==> src/rtl/solver_trace_reader.sv <==
// Solver trace capture buffer: decimated sample capture into a 2^AW-entry FIFO drained by the processor.
// Optional build macro TRACE_TIMESTAMP_EN stores a 16-bit sample stamp with each entry (rd_stamp output).
module solver_trace_reader #(
  parameter int DW   = 18,
  parameter int AW   = 6,
  parameter int DECW = 8
) (
  input  logic            clk50,
  input  logic            NIOS_reset,
  input  logic            smp_valid,
  input  logic [DW-1:0]   smp_data,
  input  logic            arm,
  input  logic [DECW-1:0] decim,
  input  logic            rd_req,
  output logic [DW-1:0]   rd_data,
  output logic            rd_ack,
  output logic [3:0]      status,
`ifdef TRACE_TIMESTAMP_EN
  output logic [15:0]     rd_stamp,
`endif
  output logic [AW:0]     level
);

  localparam int DEPTH = 1 << AW;
  localparam logic [AW:0] FULL_LVL = (AW+1)'(DEPTH);
`ifdef TRACE_TIMESTAMP_EN
  localparam int SW = DW + 16;
`else
  localparam int SW = DW;
`endif

  typedef enum logic [1:0] {IDLE, ARMED, CAPTURE, DONE} state_t;

  state_t          state;
  logic [AW-1:0]   wptr, rptr;
  logic [DECW-1:0] decim_q, dec_cnt;
  logic            overflow;
  logic [SW-1:0]   mem [DEPTH];
  logic [SW-1:0]   entry, rd_word;
`ifdef TRACE_TIMESTAMP_EN
  logic [15:0]     stamp;
`endif

  logic            full, wr_req, wr_en, pop;
  logic [AW:0]     level_nxt;

  assign full = (level == FULL_LVL);

  // The first sample after arm is always kept; later ones only at decimation phase 0.
  // An arm in the same cycle wins over any write or pop.
  assign wr_req = smp_valid && !arm &&
                  ((state == ARMED) || (state == CAPTURE && dec_cnt == '0));
  assign wr_en  = wr_req && !full;
  assign pop    = rd_req && (level != '0) && !rd_ack && !arm;

`ifdef TRACE_TIMESTAMP_EN
  assign entry = {stamp, smp_data};
`else
  assign entry = smp_data;
`endif
  assign rd_word = mem[rptr];

  // NOTE: every signal driven in always_comb gets a default first, otherwise a latch is inferred.
  always_comb begin
    level_nxt = level;
    case ({wr_en, pop})
      2'b10:   level_nxt = level + (AW+1)'(1);
      2'b01:   level_nxt = level - (AW+1)'(1);
      default: level_nxt = level;
    endcase
  end

  // NOTE: the sample RAM has no reset; stale contents are unreachable because level gates every pop.
  always_ff @(posedge clk50) begin
    if (wr_en) mem[wptr] <= entry;
  end

  // NOTE: all sequential state uses non-blocking assignments so every register sees pre-edge values.
  always_ff @(posedge clk50 or negedge NIOS_reset) begin
    if (!NIOS_reset) begin
      state    <= IDLE;
      wptr     <= '0;
      rptr     <= '0;
      level    <= '0;
      decim_q  <= '0;
      dec_cnt  <= '0;
      overflow <= 1'b0;
      rd_ack   <= 1'b0;
      rd_data  <= '0;
`ifdef TRACE_TIMESTAMP_EN
      stamp    <= '0;
      rd_stamp <= '0;
`endif
    end else begin
      rd_ack <= pop;
      if (pop) begin
        rd_data  <= rd_word[DW-1:0];
`ifdef TRACE_TIMESTAMP_EN
        rd_stamp <= rd_word[SW-1:DW];
`endif
      end

      if (arm) begin
        state    <= ARMED;
        wptr     <= '0;
        rptr     <= '0;
        level    <= '0;
        overflow <= 1'b0;
        decim_q  <= decim;
        dec_cnt  <= '0;
`ifdef TRACE_TIMESTAMP_EN
        stamp    <= '0;
`endif
      end else begin
        if (wr_en) wptr <= wptr + AW'(1);
        if (pop)   rptr <= rptr + AW'(1);
        level <= level_nxt;
        // A write that finds the buffer full is dropped, never overwrites.
        if (wr_req && full) overflow <= 1'b1;
`ifdef TRACE_TIMESTAMP_EN
        if (smp_valid) stamp <= stamp + 16'd1;
`endif

        case (state)
          ARMED: begin
            if (smp_valid) begin
              dec_cnt <= (decim_q == '0) ? '0 : DECW'(1);
              state   <= (wr_en && level_nxt == FULL_LVL) ? DONE : CAPTURE;
            end
          end
          CAPTURE: begin
            if (smp_valid) begin
              dec_cnt <= (dec_cnt == decim_q) ? '0 : dec_cnt + DECW'(1);
              if (wr_en && level_nxt == FULL_LVL) state <= DONE;
            end
          end
          DONE: begin
            if (level == '0) state <= IDLE;
          end
          default: state <= state;
        endcase
      end
    end
  end

  assign status = {(state == ARMED) || (state == CAPTURE), (state == DONE), (level == '0), overflow};

endmodule
==> config.mk <==
export PLATFORM = sky130hd
export DESIGN_NAME = solver_trace_reader
export DESIGN_NICKNAME = d
export VERILOG_FILES = /design/src/rtl/solver_trace_reader.sv
export SDC_FILE = /design/constraint.sdc
export NUM_CORES = 1
export LEC_CHECK = 0
export BUFFER_PORTS_ARGS = -buffer_cell sky130_fd_sc_hd__clkbuf_2
export CAP_MARGIN = 20
export CORE_ASPECT_RATIO = 1.5
export CORE_MARGIN = 1
export CORE_UTILIZATION = 40
export CTS_CLUSTER_SIZE = 25
export DETAILED_ROUTE_END_ITERATION = 8
export GPL_ROUTABILITY_DRIVEN = 0
export SLEW_MARGIN = 30
export SYNTH_ARGS = -nofsm -noshare
export SYNTH_HDL_FRONTEND = slang
export SYNTH_SLANG_ARGS = --single-unit
==> constraint.sdc <==
create_clock -name clk50 -period 4.5 [get_ports clk50]
set_input_delay 1.125 -clock clk50 [delete_from_list [all_inputs] [get_ports clk50]]
set_output_delay 1.125 -clock clk50 [all_outputs]
set_load 0.01 [all_outputs]
## Yosys cells after proc, flatten, opt, wreduce, memory -nomap -nowiden

Memory sizes are Yosys's and may differ from the RTL's. A register that Yosys moved wholly into a read port is not among the register bits.
Cells that the tools add are included.

| operators by class | value |
|---|---|
| muxes and demuxes | 23 |
| multipliers | 0 |
| order comparisons | 0 |
| shifts and indexed selects | 0 |
| bitwise logic cells | 0 |
| add/sub/neg operators | 5 |
| equal/unequal tests | 12 |
| divide/modulo/power cells | 0 |
| reduce and logical (&&, ||, !) cells | 26 |

Operators with widths:

| cell | number |
|---|---|
| two-way mux 8 bit | 4 |
| two-way mux 6 bit | 4 |
| zero test 8 bit | 2 |
| one-hot mux 8 bit (2 select lines) | 1 |
| == test 7 bit (second input constant) | 2 |
| one-hot mux 7 bit (2 select lines) | 1 |
| adder 6 x 1 -> 6 bit (second input constant) | 2 |
| two-way mux 2 bit | 5 |
| logical AND 1 bit | 9 |
| inequality test 3 bit (second input constant) | 3 |
| adder 8 x 1 -> 8 bit (second input constant) | 1 |
| == test 8 bit | 1 |
| adder 7 x 1 -> 7 bit (second input constant) | 1 |
| zero test 7 bit | 1 |
| two-way mux 7 bit | 1 |
| nonzero test 7 bit | 1 |
| subtractor 7 x 1 -> 7 bit (second input constant) | 1 |
| == test 2 bit (second input constant) | 3 |
| two-way mux 1 bit | 6 |
| one-hot mux 2 bit (3 select lines) | 1 |
| nonzero test 2 bit | 3 |
| AND reduction 5 bit | 1 |
| == test 2 x 1 -> 1 bit (second input constant) | 2 |
| zero test 1 bit | 4 |
| 5 further kinds | 6 |

| word-level totals | value |
|---|---|
| memories | 1 |
| word-level logic and storage cells | 75 |
| bits of input ports | 31 |
| memory bits (writable) | 1152 |
| ROM bits | 0 |
| bits in latches | 0 |
| register bits | 39 |
| output and inout bits | 30 |

Memory list:

| name | depth | width | rd ports | clocked after memory_dff | wr ports | RTL line | source |
|---|---|---|---|---|---|---|---|
| mem | 64 | 18 | 1 | 1 | 1 | 38 | `logic [SW-1:0] mem [DEPTH];` |

## Logic depth before layout (Yosys ltp)

Gate-level depths: netlist (run 1).

| logic depth | value |
|---|---|
| depth after elaboration | 13 |
| gate-level depth with buffers | 15 |

## Worst setup path before layout (run 1)

No wires, ideal clock.

| timing path | value |
|---|---|
| kind | input to register |
| start point | in rd_req |
| end point | reg state[1] |
| required time | 4372 ps |
| arrival time | 3979 ps |
| setup slack | 393 ps |
| cell stages on the path | 13 |
| setup time | 128 ps |
| path through | nand2b_1 -> a21oi_1 -> nand2b_1 -> buf_2 -> inv_1 -> ha_1 -> ha_1 -> a211o_1 -> nand3_1 -> or4b_1 -> xor2_1 -> a31oi_1 -> mux2_1 |

| on the way | value |
|---|---|
| cells in the longest elaborated chain, start to end | 9 |
| elaborated cells between the ends (all ways) | 10 |
| classes of those cells | eq/ne (4); mux (1); reduce/logical (5) |

Ends and longest elaborated chain:

| what | RTL line | source |
|---|---|---|
| start: declaration | 14 | `input logic rd_req,` |
| logical AND 1 bit * (3 in a row) | 54 | `assign pop = rd_req && (level != '0) && !rd_ack && !arm;` |
| via pop | 44 | `logic full, wr_req, wr_en, pop;` |
| == test 2 x 1 -> 1 bit / == test 2 bit (equally long branches) | 66 | `case ({wr_en, pop})` |
| one-hot mux 7 bit (2 select lines) * | 66 |  |
| == test 7 bit * | 134 | `if (wr_en && level_nxt == FULL_LVL) state <= DONE;` |
| logical AND 1 bit * | 134 |  |
| inequality test 3 x 2 -> 1 bit (no line) * | -- |  |
| AND reduction 5 bit (no line) * | -- |  |
| end signal: assignment | 128 | `state <= (wr_en && level_nxt == FULL_LVL) ? DONE : CAPTURE;` |
| end signal: assignment | 140 | `default: state <= state;` |
| end: declaration | 34 | `state_t state;` |

The timed path passes the listed nets; every way through them passes the cells marked *.
A chain may end at the register's enable or synchronous reset.

## Final worst setup path (run 1)

| timing path | value |
|---|---|
| start point | reg dec_cnt[2] |
| end point | reg state[1] |

| on the way | value |
|---|---|
| cells in the longest elaborated chain, start to end | 11 |
| elaborated cells between the ends (all ways) | 12 |
| classes of those cells | eq/ne (4); mux (1); reduce/logical (7) |

Ends and longest elaborated chain:

| what | RTL line | source |
|---|---|---|
| start: declaration | 36 | `logic [DECW-1:0] decim_q, dec_cnt;` |
| start signal: assignment | 127 | `dec_cnt <= (decim_q == '0) ? '0 : DECW'(1);` |
| start signal: assignment | 133 | `dec_cnt <= (dec_cnt == decim_q) ? '0 : dec_cnt + DECW'(1);` |
| zero test 8 bit * | 52 | `((state == ARMED) \|\| (state == CAPTURE && dec_cnt == '0));` |
| logical AND 1 bit * | 52 |  |
| logical OR 1 bit * | 52 |  |
| logical AND 1 bit * | 51 | `assign wr_req = smp_valid && !arm &&` |
| logical AND 1 bit * | 53 | `assign wr_en = wr_req && !full;` |
| == test 2 x 1 -> 1 bit / == test 2 bit (equally long branches) | 66 |  |
| one-hot mux 7 bit (2 select lines) | 66 |  |
| == test 7 bit | 134 |  |
| logical AND 1 bit * | 134 |  |
| inequality test 3 x 2 -> 1 bit (no line) * | -- |  |
| AND reduction 5 bit (no line) * | -- |  |

Mark *: on every way between the ends. The rest lies on a longest branch, timed or not.

==> impl_summary.md, run 1 <==
Worst setup path
The worst setup path is launched from a flip-flop. Across all register-to-register paths, the minimum setup slack is 0.64 ns. The cell with the largest stage delay on the worst path is sky130_fd_sc_hd__or4b_2. The kind of critical path is flip-flop to flip-flop. The highest fanout seen on the critical path is 10.

The number of buffers and inverters on the critical path is 1. The required arrival time at the worst endpoint is 5.07 ns. The gate family responsible for the most delay along the worst path is simple AND/OR/NAND/NOR gates. The worst setup path is captured at a flip-flop. The most numerous cell type found on the critical path is sky130_fd_sc_hd__ha_1.

Data arrives at the worst endpoint at 4.43 ns. The number of cells on the worst reg-to-reg path is 11. The critical path starts at dec_cnt[2]. The startpoint of the most critical register-to-register path is dec_cnt[2]. The maximum single-stage delay on the critical path is 0.65 ns.

The critical path goes through nor4_1 > a41o_1 > and3_1 > inv_2 > ha_1 > ha_1 > or4b_2 > o211ai_1 > a211oi_1 > a31oi_1 > mux2_1. The worst register-to-register path ends at state[1].

STA
The hold violation total from the final report is 0. Setup repair after global routing left no endpoint under its margin. The worst-case hold slack is 0.442 ns. In the finished design, the share of the clock period the worst path needs comes to 0.858. On the final layout, the worst clock skew is 0.0285 ns. At the pin with the least slew margin, the transition time is 0.905 ns. The final worst-path setup slack is 0.640 ns. The headroom to the max-slew limit is 0.395. Static timing analysis puts the maximum clock frequency at about 260 MHz. The final number of max-transition violations is 0. In the final timing run, aggregate negative setup slack is 0 ns. Setup violations remaining at the end of the flow were counted as 0. The post-route minimum period is slightly below 4 ns.

Synthesis
The count of flip-flops with a built-in enable after synthesis is about 1200. The proportion of synthesized flip-flops having asynchronous set or reset is 0.0471. The number of warning messages in the yosys log is 0.

The cell count after synthesis is 2078. In this run the cell area of the synthesized design comes to ~47000 um2. In this run, distinct cell masters in the synthesized netlist total approximately 60. The average instance area after synthesis is 22.6 um2.

The dominant synthesized flop cell is sky130_fd_sc_hd__edfxtp_1. When the netlist entered floorplanning its net count stood at roughly 2100. Synthesis inferred approximately 1200 register bits. The portion of the post-synthesis area used by sequential elements is 0.767.

GRT
In the global route stage, overall resource usage came out at 0.194. The via count of the first global-routing pass came to 23100. The first global-routing pass estimated between 150000 and 200000 um of wire. Summed over all layers, the global routing overflow is 0.

Entering global routing, the biggest net connects 65 pins. The initial antenna violation count was 2.

Final layout
The top cell types in the final layout, fill and taps aside, are sky130_fd_sc_hd__edfxtp_1, sky130_fd_sc_hd__mux4_2, sky130_fd_sc_hd__buf_4. The finished cells cover around 53000 um2. The net total in the final layout is 2314. After the flow finishes, the layout carries non-filler instances totaling 3907. The layout overhead on the synthesized area is 13.8%. Leaving out fill and tap cells, the most frequent cell in the layout is sky130_fd_sc_hd__edfxtp_1. Of the cells placed in the final design, the portion with a size suffix greater than 1 is 0.336. The layout has approximately 9600 filler cells.

Floorplanning
The initial utilization of the core area, before any placement, comes to 0.404. Row generation in the floorplan step produced approximately 150 rows. For this design the top-level I/O count stands at just over 60.

The floorplan step defined a die boundary enclosing between 100000 and 150000 um2. The die is 282 um wide. In this run the standard cell core region covers 116000 um2. The die is 422 um tall.

Pwr
The power per unit of standard cell area is 475 nW/um2. Across the VDD grid, the largest voltage drop is 424 uV. Summed over all cells, the static leakage comes to 0.0165 uW.

Clock tree
The number of gates resized after cts is 0. Once the clock tree was built, the setup fixing pass inserted 0 buffers. The clock-pin slew on the worst setup and hold paths is 0.07 ns. The cell sitting at the root of the clock tree is a sky130_fd_sc_hd__clkbuf_16. The maximum number of buffers from clock root to sink is 3.

Buffers inserted to repair hold after CTS numbered 0. The number of clock buffers added by TritonCTS is 102. The number of clock sinks is 1209. The CTS tree is built.

The clock latency of the later-clocked register in the worst-skew pair is approximately 0.7 ns. The H-tree depth is 3.

Detailed routing
The via count normalized by instance count is 5.63. The total number of vias is 22000. The number of remaining DRC errors is 0. The count of antenna-violating nets left after detailed routing is 0. The sum of routed wire length over all layers is around 110000 um.

The iteration count of the initial detailed-routing pass is 5. The average routed wire per standard cell is roughly 29 um. The number of design-rule violations left by the first detailed-router iteration is 2008.

Hold path
The type of the tightest min-delay check is input pin to async pin.

Placement
Timing analysis after detailed placement gives a worst setup slack of 0.263 ns. Including well taps, the total number of placed cells is 3715. Input and output buffers added on the ports amount to 60. The placed instance area is 50000 um2. The detailed placement HPWL is 71200 um.

Outcome
The run finished with clean final reports.

Flow run
The count of max-cap constraint violations is 0.
worst max path at each step:
stage          endpoint  slack [ns]  cells after the start
2_1_floorplan  state[1]        0.39                     13
3_3_place_gp   state[1]        0.33                     12
3_5_place_dp   state[1]        0.26                     11
4_1_cts        state[1]        0.67                     11
5_1_grt        state[1]        0.35                     11
6_report       state[1]        0.64                     11
registers in the layout, indices dropped and copies added (netlist names):
name / count
rd_data: 18
mem: 1152
decim_q: 8
dec_cnt: 8
level: 7
overflow: 1
wptr: 6
rd_ack: 1
state: 2
rptr: 6
kinds of logic (layout without fill, tap and decap cells):
group | count (synthesis) | count (layout) | share of synthesized area
mux | 373 | 373 | 0.174
compound gates | 90 | 90 | 0.0135
simple gates | 241 | 241 | 0.0241
buf+inv | 126 | 404 | 0.0128
other cells | 0 | 1 | 0
xor+xnor | 25 | 25 | 0.00466
fa+ha+maj | 14 | 14 | 0.00389
flops | 1209 | 1209 | 0.767
metal layers:
metal	wire length [um]	vias up	share of wire	global-route usage
li1	-	9127	-	-
met1	43100	12000	0.38	0.247
met2	59900	747	0.53	0.338
met3	5790	155	0.052	0.0257
met4	3340	0	0.030	0.0669
met5	0	-	0	0
per-stage QoR:
step	utilization	total power, uW
4_1_cts	0.460	25600
3_3_place_gp	0.430	16500
6_report	0.460	25400
3_5_place_dp	0.430	16600
5_1_grt	0.460	26200
2_1_floorplan	-	15300
synth_stat cells (7+ instances only):
| master | instances | area, um2 |
|---|---|---|
| sky130_fd_sc_hd__a22oi_1 | 13 | 97.6 |
| sky130_fd_sc_hd__xor2_1 | 20 | 175 |
| sky130_fd_sc_hd__o311ai_1 | 10 | 87.6 |
| sky130_fd_sc_hd__nor4_1 | 7 | 43.8 |
| sky130_fd_sc_hd__buf_4 | 14 | 105 |
| sky130_fd_sc_hd__dfrtp_1 | 57 | 1430 |
| sky130_fd_sc_hd__clkbuf_1 | 54 | 203 |
| sky130_fd_sc_hd__a21oi_1 | 19 | 95.1 |
| sky130_fd_sc_hd__mux4_2 | 354 | 7970 |
| sky130_fd_sc_hd__nand3_1 | 7 | 35.0 |
| sky130_fd_sc_hd__inv_1 | 12 | 45.0 |
| sky130_fd_sc_hd__a211oi_1 | 15 | 113 |
| sky130_fd_sc_hd__mux2_2 | 9 | 101 |
| sky130_fd_sc_hd__mux2i_1 | 9 | 90.1 |
| sky130_fd_sc_hd__nor2b_1 | 8 | 50.1 |
| sky130_fd_sc_hd__nand2_1 | 39 | 146 |
| sky130_fd_sc_hd__nor3b_1 | 8 | 60.1 |
| sky130_fd_sc_hd__buf_2 | 29 | 145 |
| sky130_fd_sc_hd__nor2_1 | 129 | 484 |
| sky130_fd_sc_hd__ha_1 | 13 | 163 |
| sky130_fd_sc_hd__buf_1 | 11 | 41.3 |
| sky130_fd_sc_hd__o21ai_0 | 8 | 40.0 |
| sky130_fd_sc_hd__edfxtp_1 | 1152 | 34600 |
final cells by class:
| type | count | area, um2 | area share |
|---|---|---|---|
| antenna | 1 | 2.50 | 0.0000468 |
| timing repair buffer | 200 | 1500 | 0.0280 |
| sequential | 1209 | 36000 | 0.674 |
| multi-input combinational | 743 | 10500 | 0.196 |
| tap | 1550 | 1940 | 0.0363 |
| clock inverter | 70 | 672 | 0.0126 |
| inverter | 13 | 48.8 | 0.000913 |
| clock buffer | 121 | 2770 | 0.0519 |
report_power, final:
group          switching (uW)  total [uW]  internal, uW  leakage [uW]
logic                    1890        3610          1720       0.00371
registers                 207       12700         12500        0.0111
clock network            4000        9100          5100       0.00169
Note: power is estimated with default switching activity, not from simulation.
==> run 2, diff against run 1 <==
- MAX_ROUTING_LAYER: unset -> met4
==> run 2 against run 1 <==
  * Sequential cell count stayed put
  * Worst hold slack hardly changed
  * Highest routed layer unchanged
  * Largest cell class unchanged
  * Final cell count stayed put
  * Global-route usage is 0.61 points higher
==> impl_summary.md, run 2 (synthesis gave the netlist of run 1 again) <==
Hold path
The type of the tightest min-delay check is input pin to async pin.

Final layout
The share of cells above drive strength 1 is 0.336. The most common cell after layout, fill and taps aside is sky130_fd_sc_hd__edfxtp_1. At the end of the flow, the number of nets in the layout was between 2000 and 2500. The largest registers in the layout are mem x1152, rd_data x18. The register with the highest flop count is mem. The layout overhead on the synthesized area is 13.8%. In the layout the commonest cells are sky130_fd_sc_hd__edfxtp_1, sky130_fd_sc_hd__mux4_2, sky130_fd_sc_hd__buf_4. The register with the most flip-flops in the layout has 1152 of them.

Clock tree
In this run the clock root is driven by a sky130_fd_sc_hd__clkbuf_16. The clock latency of the later-clocked register in the worst-skew pair is between 0.7 and 0.8 ns. The H-tree was split into 3 levels.

The maximum number of buffers from clock root to sink is 3. The clock-pin slew on the worst setup and hold paths is 0.07 ns. The number of buffers added by the clock tree synthesis step is around 100. The CTS tree is built. For this design, the sink count on the clock tree is between 1000 and 1500. The number of hold buffers added after cts is 0. The number of gates resized after CTS was 0. The number of setup buffers added after CTS is 0.

Pwr
The worst-case IR drop observed on VDD is 425 uV. In this run the power density over the cells is around 470 nW/um2. For this design the static power due to leakage is 0.0165 uW.

STA
The number of endpoints failing setup at the final stage is 0. The hold violation total from the final report was 0. The slew at the pin closest to its max-slew limit is 0.914 ns. The final number of max-transition violations was 0.

The final-layout setup total negative slack is 0 ns. Setup repair after global routing left no endpoint under its margin. The headroom to the max-slew limit is 0.391.

Based on the critical path, the design can be clocked at up to 258 MHz. Counting I/O delays and the setup requirement, the final critical path takes 3.87 ns. Clock skew on the completed layout was measured at ~0.027 ns. The post-route clock period utilization is 0.860. Hold timing on the final database bottoms out at a slack of 0.442 ns.

GRT
The initial antenna violation count is 3. The total global routing track utilization is 0.200. Entering global routing, the biggest net connects 65 pins.

The via count of the first global-routing pass came to between 20000 and 25000. The first global-routing pass estimated 165000 um of wire. The total grt overflow is 0.

Outcome
The flow ran to the end, and the final reports show no timing, DRC or antenna violations.

Floorplanning
Measured along the x axis, the die boundary spans 282 um. The region available for standard cell placement spans 116000 um2. The I/O pin count is 61. The effective utilization at floorplan is 0.404. The floorplan step set the die height to about 420 um. The die covers ~120000 um2. The number of placement rows is about 150.

Detailed routing
The count of antenna-violating nets left after detailed routing is 0. In the routed design, unresolved DRC markers number 0. The pre-antenna-repair detailed-routing pass consisted of 5 iterations. The via count normalized by instance count is 5.62. Summing over every cut layer, the via total after detailed routing is 21900. The average routed wire per standard cell is 28.7 um. The first routing iteration left 1994 violations. The sum of routed wire length over all layers is approximately 110000 um.

Worst setup path
The kind of critical path is flip-flop to flip-flop. STA classifies the critical path startpoint as a flip-flop. STA classifies the critical path endpoint as a flip-flop. The data arrival time of the worst path is 4.45 ns. Along the worst path, the maximum fanout reaches 10. In this design, the critical path's most frequently occurring cell is sky130_fd_sc_hd__ha_1. For this run, the slowest stage of the critical path takes 0.64 ns. For this design, the slowest cell found on the critical path is sky130_fd_sc_hd__or4b_2. Data on the critical path is required at its endpoint by 5.08 ns.

The critical path goes through nor4_1 > a41o_1 > and3_1 > inv_2 > ha_1 > ha_1 > or4b_2 > o211ai_1 > a211oi_1 > a31oi_1 > mux2_1.

Flow run
The count of max-cap constraint violations is 0.

Placement
The detailed placement HPWL is 71200 um. The count of buffers added on input and output ports is 60.
-- run 2: cell counts in the layout (fill, tap and decap cells not counted) --
No cell type changed its count.
-- run 2: per-stage QoR --
step                setup slack, ns  power, uW   util  cell area [um2]  std cells
floorplan                     0.393      15300      -            47000       2078
global placement              0.332      16500  0.430            50000       3715
detailed placement            0.263      16600  0.430            50000       3715
CTS                           0.668      25600  0.460            53500       3906
global route                  0.352      26200  0.460            53500       3906
finish                        0.630      25400  0.460            53500       3907
-- run 2: cell type report --
cell class | count | area [um2]
fillers | 9578 | 62700
repair buffers | 200 | 1500
inverters | 13 | 48.8
flip-flops and latches | 1209 | 36000
clock inverters | 70 | 672
diodes | 1 | 2.50
multi-input cells | 743 | 10500
clock buffers | 121 | 2770
well taps | 1550 | 1940
-- run 2: layer usage --
| metal | routed length [um] | vias to the layer above | GRT usage |
|---|---|---|---|
| met1 | 43000 | 11900 | 0.247 |
| met4 | 3400 | 0 | 0.0671 |
| met3 | 5990 | 166 | 0.0258 |
| li1 | - | 9118 | - |
| met5 | 0 | - | - |
| met2 | 60000 | 712 | 0.339 |
-- run 2: path summary, 6_finish.rpt --
check                           start         end  slack (ns)  cells after the start
max                        dec_cnt[2]    state[1]        0.63                     11
max in group asynchronous  NIOS_reset  rd_data[6]        3.38                      2
min                        NIOS_reset  decim_q[4]        0.44                      1
min reg2reg                  overflow    overflow        0.52                      2
min in group clk50           overflow    overflow        0.52                      2
max reg2reg                dec_cnt[2]    state[1]        0.63                     11
-- run 2: worst max-delay path, delay by kind of cell (launching register included) --
family	cells	cell delay, ns
simple gates	3	1.22
compound gates	4	0.87
fa+ha+maj	2	0.77
flops	1	0.47
mux	1	0.35
buf+inv	1	0.05
-- run 2: power breakdown --
group / total, uW / internal (uW) / leakage, uW / switching, uW
clock network: 9110 / 5100 / 0.00169 / 4010
registers: 12700 / 12500 / 0.0111 / 209
logic: 3610 / 1720 / 0.00371 / 1890
total: 25400 / 19300 / 0.0165 / 6110
